===== config.mk =====
export PLATFORM = sky130hd
export DESIGN_NAME = ibex_fetch_queue
export DESIGN_NICKNAME = d
export VERILOG_FILES = /design/src/rtl/ibex_pkg.sv /design/src/rtl/ibex_fetch_align.sv /design/src/rtl/ibex_fetch_queue.sv
export SDC_FILE = /design/constraint.sdc
export NUM_CORES = 1
export LEC_CHECK = 0
export CORE_AREA = 2 2 128 130
export CTS_CLUSTER_SIZE = 28
export DETAILED_ROUTE_END_ITERATION = 16
export DIE_AREA = 0 0 130 132
export GPL_TIMING_DRIVEN = 0
export PLACE_DENSITY = 0.8
export SETUP_SLACK_MARGIN = 0.2
export SLEW_MARGIN = 40
export SYNTH_ARGS = -nofsm -noshare
export SYNTH_HDL_FRONTEND = slang
export SYNTH_SLANG_ARGS = --single-unit

===== constraint.sdc =====
create_clock -name clk_i -period 5.2 [get_ports clk_i]
set_input_delay 1.3 -clock clk_i [delete_from_list [all_inputs] [get_ports clk_i]]
set_output_delay 1.3 -clock clk_i [all_outputs]
set_load 0.02 [all_outputs]

===== src/rtl/ibex_pkg.sv =====
// Shared encodings for the instruction fetch path: compressed-instruction
// detection and the halfword offset of the current fetch address.
package ibex_pkg;

  localparam logic [1:0] OPCODE_UNCOMPRESSED = 2'b11;

  typedef enum logic {
    HW_ALIGNED   = 1'b0,
    HW_UNALIGNED = 1'b1
  } hw_offset_e;

  function automatic logic is_compressed(input logic [1:0] low_bits);
    return low_bits != OPCODE_UNCOMPRESSED;
  endfunction

endpackage


===== src/rtl/ibex_fetch_align.sv =====
// Combinational halfword aligner: builds one instruction from the two oldest
// available fetch words, given whether the current address is word aligned.
module ibex_fetch_align
  import ibex_pkg::*;
(
  input  hw_offset_e  offset,
  input  logic        valid0,
  input  logic [31:0] word0,
  input  logic        err0,
  input  logic        valid1,
  input  logic [31:0] word1,
  input  logic        err1,
  output logic        valid,
  output logic [31:0] rdata,
  output logic        err,
  output logic        err_plus2,
  output logic        compressed
);

  // An unaligned uncompressed instruction straddles two words and must wait
  // for the second one; a fault on word0 always forces the two-word path.
  always_comb begin
    valid      = valid0;
    rdata      = word0;
    err        = err0;
    err_plus2  = 1'b0;
    compressed = is_compressed(word0[1:0]) & ~err0;
    if (offset == HW_UNALIGNED) begin
      compressed = is_compressed(word0[17:16]) & ~err0;
      rdata      = {word1[15:0], word0[31:16]};
      valid      = valid0 & (compressed | valid1);
      err        = err0 | (err1 & ~compressed);
      err_plus2  = err1 & ~err0 & ~compressed;
    end
  end

endmodule


===== src/rtl/ibex_fetch_queue.sv =====
// Instruction fetch queue: in-order word FIFO with zero-latency bypass,
// halfword alignment, request flow control and flush/discard tracking.
module ibex_fetch_queue
  import ibex_pkg::*;
#(
  parameter  int NUM_REQS    = 2,
  parameter  int EXTRA_DEPTH = 1,
  parameter  int ALMOST_FULL = NUM_REQS + EXTRA_DEPTH - 1,
  localparam int DEPTH       = NUM_REQS + EXTRA_DEPTH,
  localparam int LW          = $clog2(DEPTH + 1),
  localparam int CW          = $clog2(NUM_REQS + 1)
) (
  input  logic          clk_i,
  input  logic          rst_i,
  input  logic          clear_i,
  input  logic [31:0]   clear_addr_i,
  input  logic          req_issued_i,
  output logic          req_allow_o,
  input  logic          in_valid_i,
  input  logic [31:0]   in_rdata_i,
  input  logic          in_err_i,
  output logic          out_valid_o,
  input  logic          out_ready_i,
  output logic [31:0]   out_addr_o,
  output logic [31:0]   out_rdata_o,
  output logic          out_err_o,
  output logic          out_err_plus2_o,
  output logic          out_is_compressed_o,
  output logic [LW-1:0] level_o,
  output logic          almost_full_o,
  output logic [CW-1:0] outstanding_o,
  output logic [CW-1:0] discard_o
);

  logic [31:0]   rdata_q [DEPTH];
  logic          err_q   [DEPTH];
  logic [LW-1:0] level_q;
  logic [CW-1:0] outstanding_q;
  logic [CW-1:0] discard_q;
  logic [31:0]   addr_q;

  logic          in_accept;
  logic          in_drop;
  logic          have0;
  logic          have1;
  logic          valid0;
  logic          valid1;
  logic [31:0]   word0;
  logic [31:0]   word1;
  logic          err0;
  logic          err1;
  hw_offset_e    offset;
  logic          align_valid;
  logic          compressed;
  logic          fire;
  logic          pop;
  logic          pop_stored;
  logic          store;
  logic [LW-1:0] wr_idx;
  logic [CW-1:0] inflight;

  assign in_accept = in_valid_i & ~clear_i & (discard_q == '0);
  assign in_drop   = in_valid_i & (discard_q != '0);
  assign inflight  = outstanding_q + discard_q;

  // Missing stored words are filled from the incoming response (bypass).
  assign have0  = level_q != '0;
  assign have1  = level_q > LW'(1);
  assign valid0 = have0 | in_accept;
  assign valid1 = have1 | (have0 & in_accept);
  assign word0  = have0 ? rdata_q[0] : in_rdata_i;
  assign err0   = have0 ? err_q[0]   : in_err_i;
  assign word1  = have1 ? rdata_q[1] : in_rdata_i;
  assign err1   = have1 ? err_q[1]   : in_err_i;
  assign offset = hw_offset_e'(addr_q[1]);

  ibex_fetch_align u_align (
    .offset     (offset),
    .valid0     (valid0),
    .word0      (word0),
    .err0       (err0),
    .valid1     (valid1),
    .word1      (word1),
    .err1       (err1),
    .valid      (align_valid),
    .rdata      (out_rdata_o),
    .err        (out_err_o),
    .err_plus2  (out_err_plus2_o),
    .compressed (compressed)
  );

  assign out_valid_o         = align_valid & ~clear_i;
  assign out_is_compressed_o = compressed;
  assign out_addr_o          = addr_q;

  // An aligned compressed instruction leaves its upper half in word0.
  assign fire       = out_valid_o & out_ready_i;
  assign pop        = fire & ~((offset == HW_ALIGNED) & compressed);
  assign pop_stored = pop & have0;
  assign store      = in_accept & ~(~have0 & pop);
  assign wr_idx     = level_q - LW'(pop_stored);

  always_ff @(posedge clk_i) begin
    if (pop_stored) begin
      for (int i = 0; i < DEPTH - 1; i++) begin
        rdata_q[i] <= rdata_q[i+1];
        err_q[i]   <= err_q[i+1];
      end
    end
    for (int i = 0; i < DEPTH; i++) begin
      if (store && wr_idx == LW'(i)) begin
        rdata_q[i] <= in_rdata_i;
        err_q[i]   <= in_err_i;
      end
    end
  end

  // On a flush every request still in flight, minus any response arriving
  // now, becomes stale; a request issued in the flush cycle is already live.
  always_ff @(posedge clk_i) begin
    if (rst_i) begin
      level_q       <= '0;
      outstanding_q <= '0;
      discard_q     <= '0;
      addr_q        <= '0;
    end else if (clear_i) begin
      level_q       <= '0;
      outstanding_q <= CW'(req_issued_i);
      discard_q     <= inflight - CW'(in_valid_i);
      addr_q        <= {clear_addr_i[31:1], 1'b0};
    end else begin
      level_q       <= level_q + LW'(store) - LW'(pop_stored);
      outstanding_q <= outstanding_q + CW'(req_issued_i) - CW'(in_accept);
      discard_q     <= discard_q - CW'(in_drop);
      if (fire) begin
        addr_q <= addr_q + (compressed ? 32'd2 : 32'd4);
      end
    end
  end

  assign req_allow_o   = (int'(inflight) < NUM_REQS) &&
                         (int'(inflight) + int'(level_q) < DEPTH);
  assign almost_full_o = int'(level_q) >= ALMOST_FULL;
  assign level_o       = level_q;
  assign outstanding_o = outstanding_q;
  assign discard_o     = discard_q;

  a_no_unexpected_rsp : assert property (@(posedge clk_i) disable iff (rst_i)
    !(in_valid_i && outstanding_q == '0 && discard_q == '0));

endmodule


; Yosys cells after proc, flatten, opt, wreduce, memory -nomap -nowiden
; Memory sizes are Yosys's and may differ from the RTL's.
; Index checks and enable logic that the tools add are counted.
[op_classes]
bitwise_logic = 32
multipliers = 0
n_reduce_logical = 10
addsub = 10
div = 0
muxes = 26
n_shift = 0
n_eq_ne = 4
n_lt_le_gt_ge = 4
[op_table]
columns = op, n
row1 = 32-bit two-way mux, 6
row2 = 32-bit by 3-bit adder with 32-bit output, 1
row3 = 1-bit bitwise AND, 17
row4 = 1-bit two-way mux, 17
row5 = 16-bit two-way mux, 1
row6 = 2-bit by 1-bit subtractor with 2-bit output, 5
row7 = 1-bit OR, 8
row8 = 1-bit NOT, 7
row9 = 2-bit nonzero test, 3
row10 = 2-bit by 1-bit adder with 2-bit output, 2
row11 = 1-bit logical AND, 4
row12 = 2-bit logical NOT, 2
row13 = "2-bit != test, second input constant", 2
row14 = 2-bit by 2-bit adder with 3-bit output, 1
row15 = "3-bit by 2-bit < comparator with 1-bit output, second input constant", 1
row16 = 3-bit two-way mux, 1
row17 = 2-bit adder, 1
row18 = "2-bit by 1-bit == test with 1-bit output, second input constant", 1
row19 = "2-bit == test, second input constant", 1
row20 = "2-bit >= comparator, second input constant", 1
row21 = "2-bit by 1-bit > comparator with 1-bit output, second input constant", 1
row22 = "2-bit < comparator, second input constant", 1
row23 = 2-bit two-way mux, 1
row24 = 2-bit OR reduction, 1
[word_totals]
memories = 2
latch_bits = 0
rom_bits = 0
output_inout_bits = 76
inputBits = 71
mem_bits_rw = 99
ff_bits = 38
[mem_list]
columns = memory, depth, word_bits, read_ports, rd_clocked_by_memory_dff, wr, line_no
row1 = rdata_q, 3, 32, 3, 0, 3, ibex_fetch_queue.sv:35  ; logic [31:0] rdata_q [DEPTH];
row2 = err_q, 3, 1, 3, 0, 3, ibex_fetch_queue.sv:36  ; logic err_q [DEPTH];

; Logic depth before layout (Yosys ltp)
[logic_depth]
ltp_word = 18
depth_mapped = 17

; Hierarchy
; From an unflattened synthesis, not the netlist that was laid out.
[unflattened]
cells_unflattened = 588
hier_area_um2 = 7606.0
[modules_own_cells]
columns = module, cells_each, instances, area_each_um2
row1 = ibex_fetch_queue, 544, 1, 7011.7
row2 = ibex_fetch_align, 44, 1, 594.3

; Least setup slack after synthesis
; Ideal clock, no wire load.
[synth_timing]
kind = input to register
start = in in_rdata_i[16]
end = mem err_q[0][0], enable pin
setup_slack_ns = 0.154
t_arrival_ns = 4.658
setup_ns = 0.389
t_required_ns = 4.811
cell_stages = 13
cell_sequence = nor4bb_1 nor2_1 a21o_1 and2_1 ha_1 a2111oi_4 nand2_1 inv_1 ha_1 xor2_1 a211oi_2 buf_6 a21o_1
[synth_rtl]
columns = item, line_no
row1 = "start, declared", ibex_fetch_queue.sv:20  ; input logic [31:0] in_rdata_i,
row2 = "end, declared", ibex_fetch_queue.sv:36

; Final worst setup path
[layout_timing]
start = in in_err_i
end = out out_valid_o
[layout_via]
elab_chain_cells = 7
[layout_rtl]
columns = item, line_no
row1 = "start, declared", ibex_fetch_queue.sv:21  ; input logic in_err_i,
row2 = 1-bit two-way mux, ibex_fetch_queue.sv:72  ; assign err0 = have0 ? err_q[0] : in_err_i;
row3 = 1-bit NOT, ibex_fetch_align.sv:29  ; compressed = is_compressed(word0[17:16]) & ~err0;
row4 = 1-bit bitwise AND, ibex_fetch_align.sv:29
row5 = 1-bit OR, ibex_fetch_align.sv:31  ; valid = valid0 & (compressed | valid1);
row6 = 1-bit bitwise AND, ibex_fetch_align.sv:31
row7 = 1-bit two-way mux, ibex_fetch_align.sv:28  ; if (offset == HW_UNALIGNED) begin
row8 = 1-bit bitwise AND, ibex_fetch_queue.sv:92  ; assign out_valid_o = align_valid & ~clear_i;
row9 = "end, declared", ibex_fetch_queue.sv:22  ; output logic out_valid_o,
; No other way between the ends.

==> flow_summary.toml <==
[placement]
place_area_um2 = 10000
pre_cts_ws_ns = -0.968
dp_hpwl_um = 16400
io_buffers = 143
gp_congestion = 0.903

[global_route]
grt_pass1_vias = 6849
grt_pass1_wl_um = 37200
antenna_found_initial = 0
grt_max_degree = 34
overflow = 0
grtUsageTotal = 0.284

[power_and_ir_drop]
ir_worst_vdd_mv = 0.243
comb_power_share = 0.204
pwr-share-clk = 0.392
seqPwrFrac = 0.404
cellPowerDensity_nw_per_um2 = 287
power.leakage_nw = 4.02
p_sw_w = 0.000866
intPower_w = 0.00223
swShare = 0.280

[timing]
fin_setup_tns_ns = 0
rsz0062_at_grt = "true"
hold_viol = 0
fin_ws_ns = 0.274
finalClockSkew_ns = 0.00666
slew_viol_final = 0
fin_crit_sh = 0.947
slew_headroom = 0.458
min_period_ns = 4.93
tightestPinTransition_ns = 0.813
timing.fmax_mhz = 203
setup_viol = 0
whs_ns = 0.547

[floorplan]
die_area_um2 = 17200
core_um2 = 15700
boundaryPins = 147
num_rows = 46
die_w_um = 130
initial_utilization = 0.529
die_height_um = 132

[synthesis]
synth_warnings = 0
synth_most_common_cell = "edfxtp_1"
synth_cell_type_count = 66
syn-cell-area_um2 = 8320
ys_seq_elements = 136
synth_top_cell_area_share = 0.357
syn-num-nets = 833
synthTopCellsByArea = "edfxtp_1, dfxtp_1, mux2i_1"
ys_async_sr_fraction = 0
synth_flop_cell = "edfxtp_1"
syn_avg_cell_area_um2 = 11.1
yosysTopAreaCell = "edfxtp_1"
synth_common_cells = "edfxtp_1, nor2_1, nand2_1, mux2i_1, a211oi_1"
synth-seq-area-share = 0.447
synth_cells = 748
synth_edf_count = 99

[worst_hold_path]
min_path_type = "reg -> reg"
worst_hold_startpoint = "rdata_q[0][81]"
hold_end = "rdata_q[0][49]"
min_path_cells = 1

[cells_and_area]
multi_input_comb_area_um2 = 4200
antenna_cells = 0
area_delta_synth_final_pct = 29.3
drive_gt1_frac = 0.157
final_nets = 1004
fillCellCount = 1202
ff_latch_area_um2 = 3710
design_area_um2 = 10800

[cts]
clock_latency_ns = 0.43
clk_path_buf_depth = 2
cts_tree = "done"
htree_levels = 4
cts_sinks = 136
cts_made_buffers = 17
clock_tree.root_cell = "clkbuf_16"
clk_pin_slew_ns = 0.06

[setup_path]
worstPathRequired_ns = 3.90
r2r-end = "rdata_q[0][46]"
cp-start-kind = "input pin"
reg2reg_depth = 13
regToRegStartpoint = "out_addr_o[1]"
path_class = "in -> out"
crit_fanout = 10
cp.arrival_ns = 3.63
reg2reg_slack_ns = 0.82
end_kind = "output pin"

[detailed_routing]
initialDrtViolationCount = 641
drc_errors = 0
vias_per_cell = 6.20
wl_um = 24400
vias = 7121
ant_nets = 0
wl_per_cell_um = 21.2
dr.pass1.iters = 6

[run]
maxCapViolations = 0

[run_status]
status = "finished, final reports clean"
## stage by stage
stage / power (W) / instances / utilization
6_report: 0.00309 / 1148 / 0.684
5_1_grt: 0.00318 / 1148 / 0.684
4_1_cts: 0.00309 / 1143 / 0.680
3_5_place_dp: 0.00188 / 1107 / 0.638
3_3_place_gp: 0.00187 / 1107 / 0.638
2_1_floorplan: 0.00160 / 748 / -
## critical path, cell delays in order
cell and delay (ns):
clkdlybuf4s50_1 0.50, nor3b_1 0.21, o41a_1 0.49, buf_2 0.22, buf_2 0.21, a221oi_1 0.28
dlygate4sd2_1 0.41
## kinds of logic after synthesis
kind of cell               after synthesis  synth area share
other                                    1          0.000451
AOI/OAI and AO/OA                      171             0.169
adders and majority gates               14            0.0229
muxes                                  102             0.163
buffers and inverters                  107            0.0560
xor gates and xnor gates                24            0.0253
DFF                                    136             0.447
and+or+nand+nor                        193             0.118
## cell usage in the layout (no fill, tap or decap), types with 9 or more instances in the layout
cell type        instances
a211oi_1                49
a21oi_1                 21
and2_1                  18
and3_1                  10
buf_4                   10
clkbuf_1                29
clkbuf_16               20
clkbuf_2                14
clkdlybuf4s50_1        141
dfxtp_1                 37
edfxtp_1                99
ha_1                    12
inv_1                   44
mux2_2                   9
mux2_4                  29
mux2i_1                 50
mux4_2                  14
nand2_1                 51
nand3_1                 11
nand4_1                 11
nor2_1                  53
o221a_1                 20
o22ai_1                 28
xnor2_1                 19
## metal layers
metal	GRT usage	wire (um)
met5	0	0
met3	0.0674	2080
met2	0.432	11300
met1	0.393	10300
met4	0.109	658
## worst max-delay path by stage
stage / startpoint / endpoint / slack (ns) / depth (start not counted)
after CTS: level_o[1] / out_rdata_o[28] / 0.20 / 8
after floorplan: in_rdata_i[16] / err_q[0][1] / 0.43 / 12
after global routing: in_rdata_i[16] / rdata_q[0][46] / 0.19 / 16
final: in_err_i / out_valid_o / 0.27 / 7
after global placement: in_rdata_i[16] / rdata_q[0][43] / -0.95 / 14
after detailed placement: in_rdata_i[16] / rdata_q[0][22] / -0.97 / 14
## power by group through the flow
stage               logic (W)  clock network (W)  registers [W]
finish               0.000631            0.00121        0.00125
global route         0.000667            0.00126        0.00125
CTS                  0.000622            0.00122        0.00125
detailed placement   0.000609                  0        0.00127
global placement     0.000602                  0        0.00127
floorplan            0.000318                  0        0.00129
## state kept, by name (all words and copies together) (netlist names)
signal,count
err_q,3
out_addr_o,31
outstanding_o,2
level_o,2
rdata_q,96
discard_o,2
## timing repair
item / CTS / global route
hold buffers: 0 / 0
pin swaps: 3 / 1
gates cloned: 1 / 0
resized for setup: 13 / 18
setup endpoints to repair: 125 / 134
buffers inserted: 3 / 5
## layout make-up
class                           count  share of cell area
Multi-Input combinational cell    506               0.390
Sequential cell                   136               0.345
Timing Repair Buffer              151               0.139
Clock buffer                       21              0.0478
Buffer                             62              0.0294
Tap cell                          216              0.0251
Inverter                           45              0.0157
Clock inverter                     11             0.00722
(Power assumes the default switching activity.)
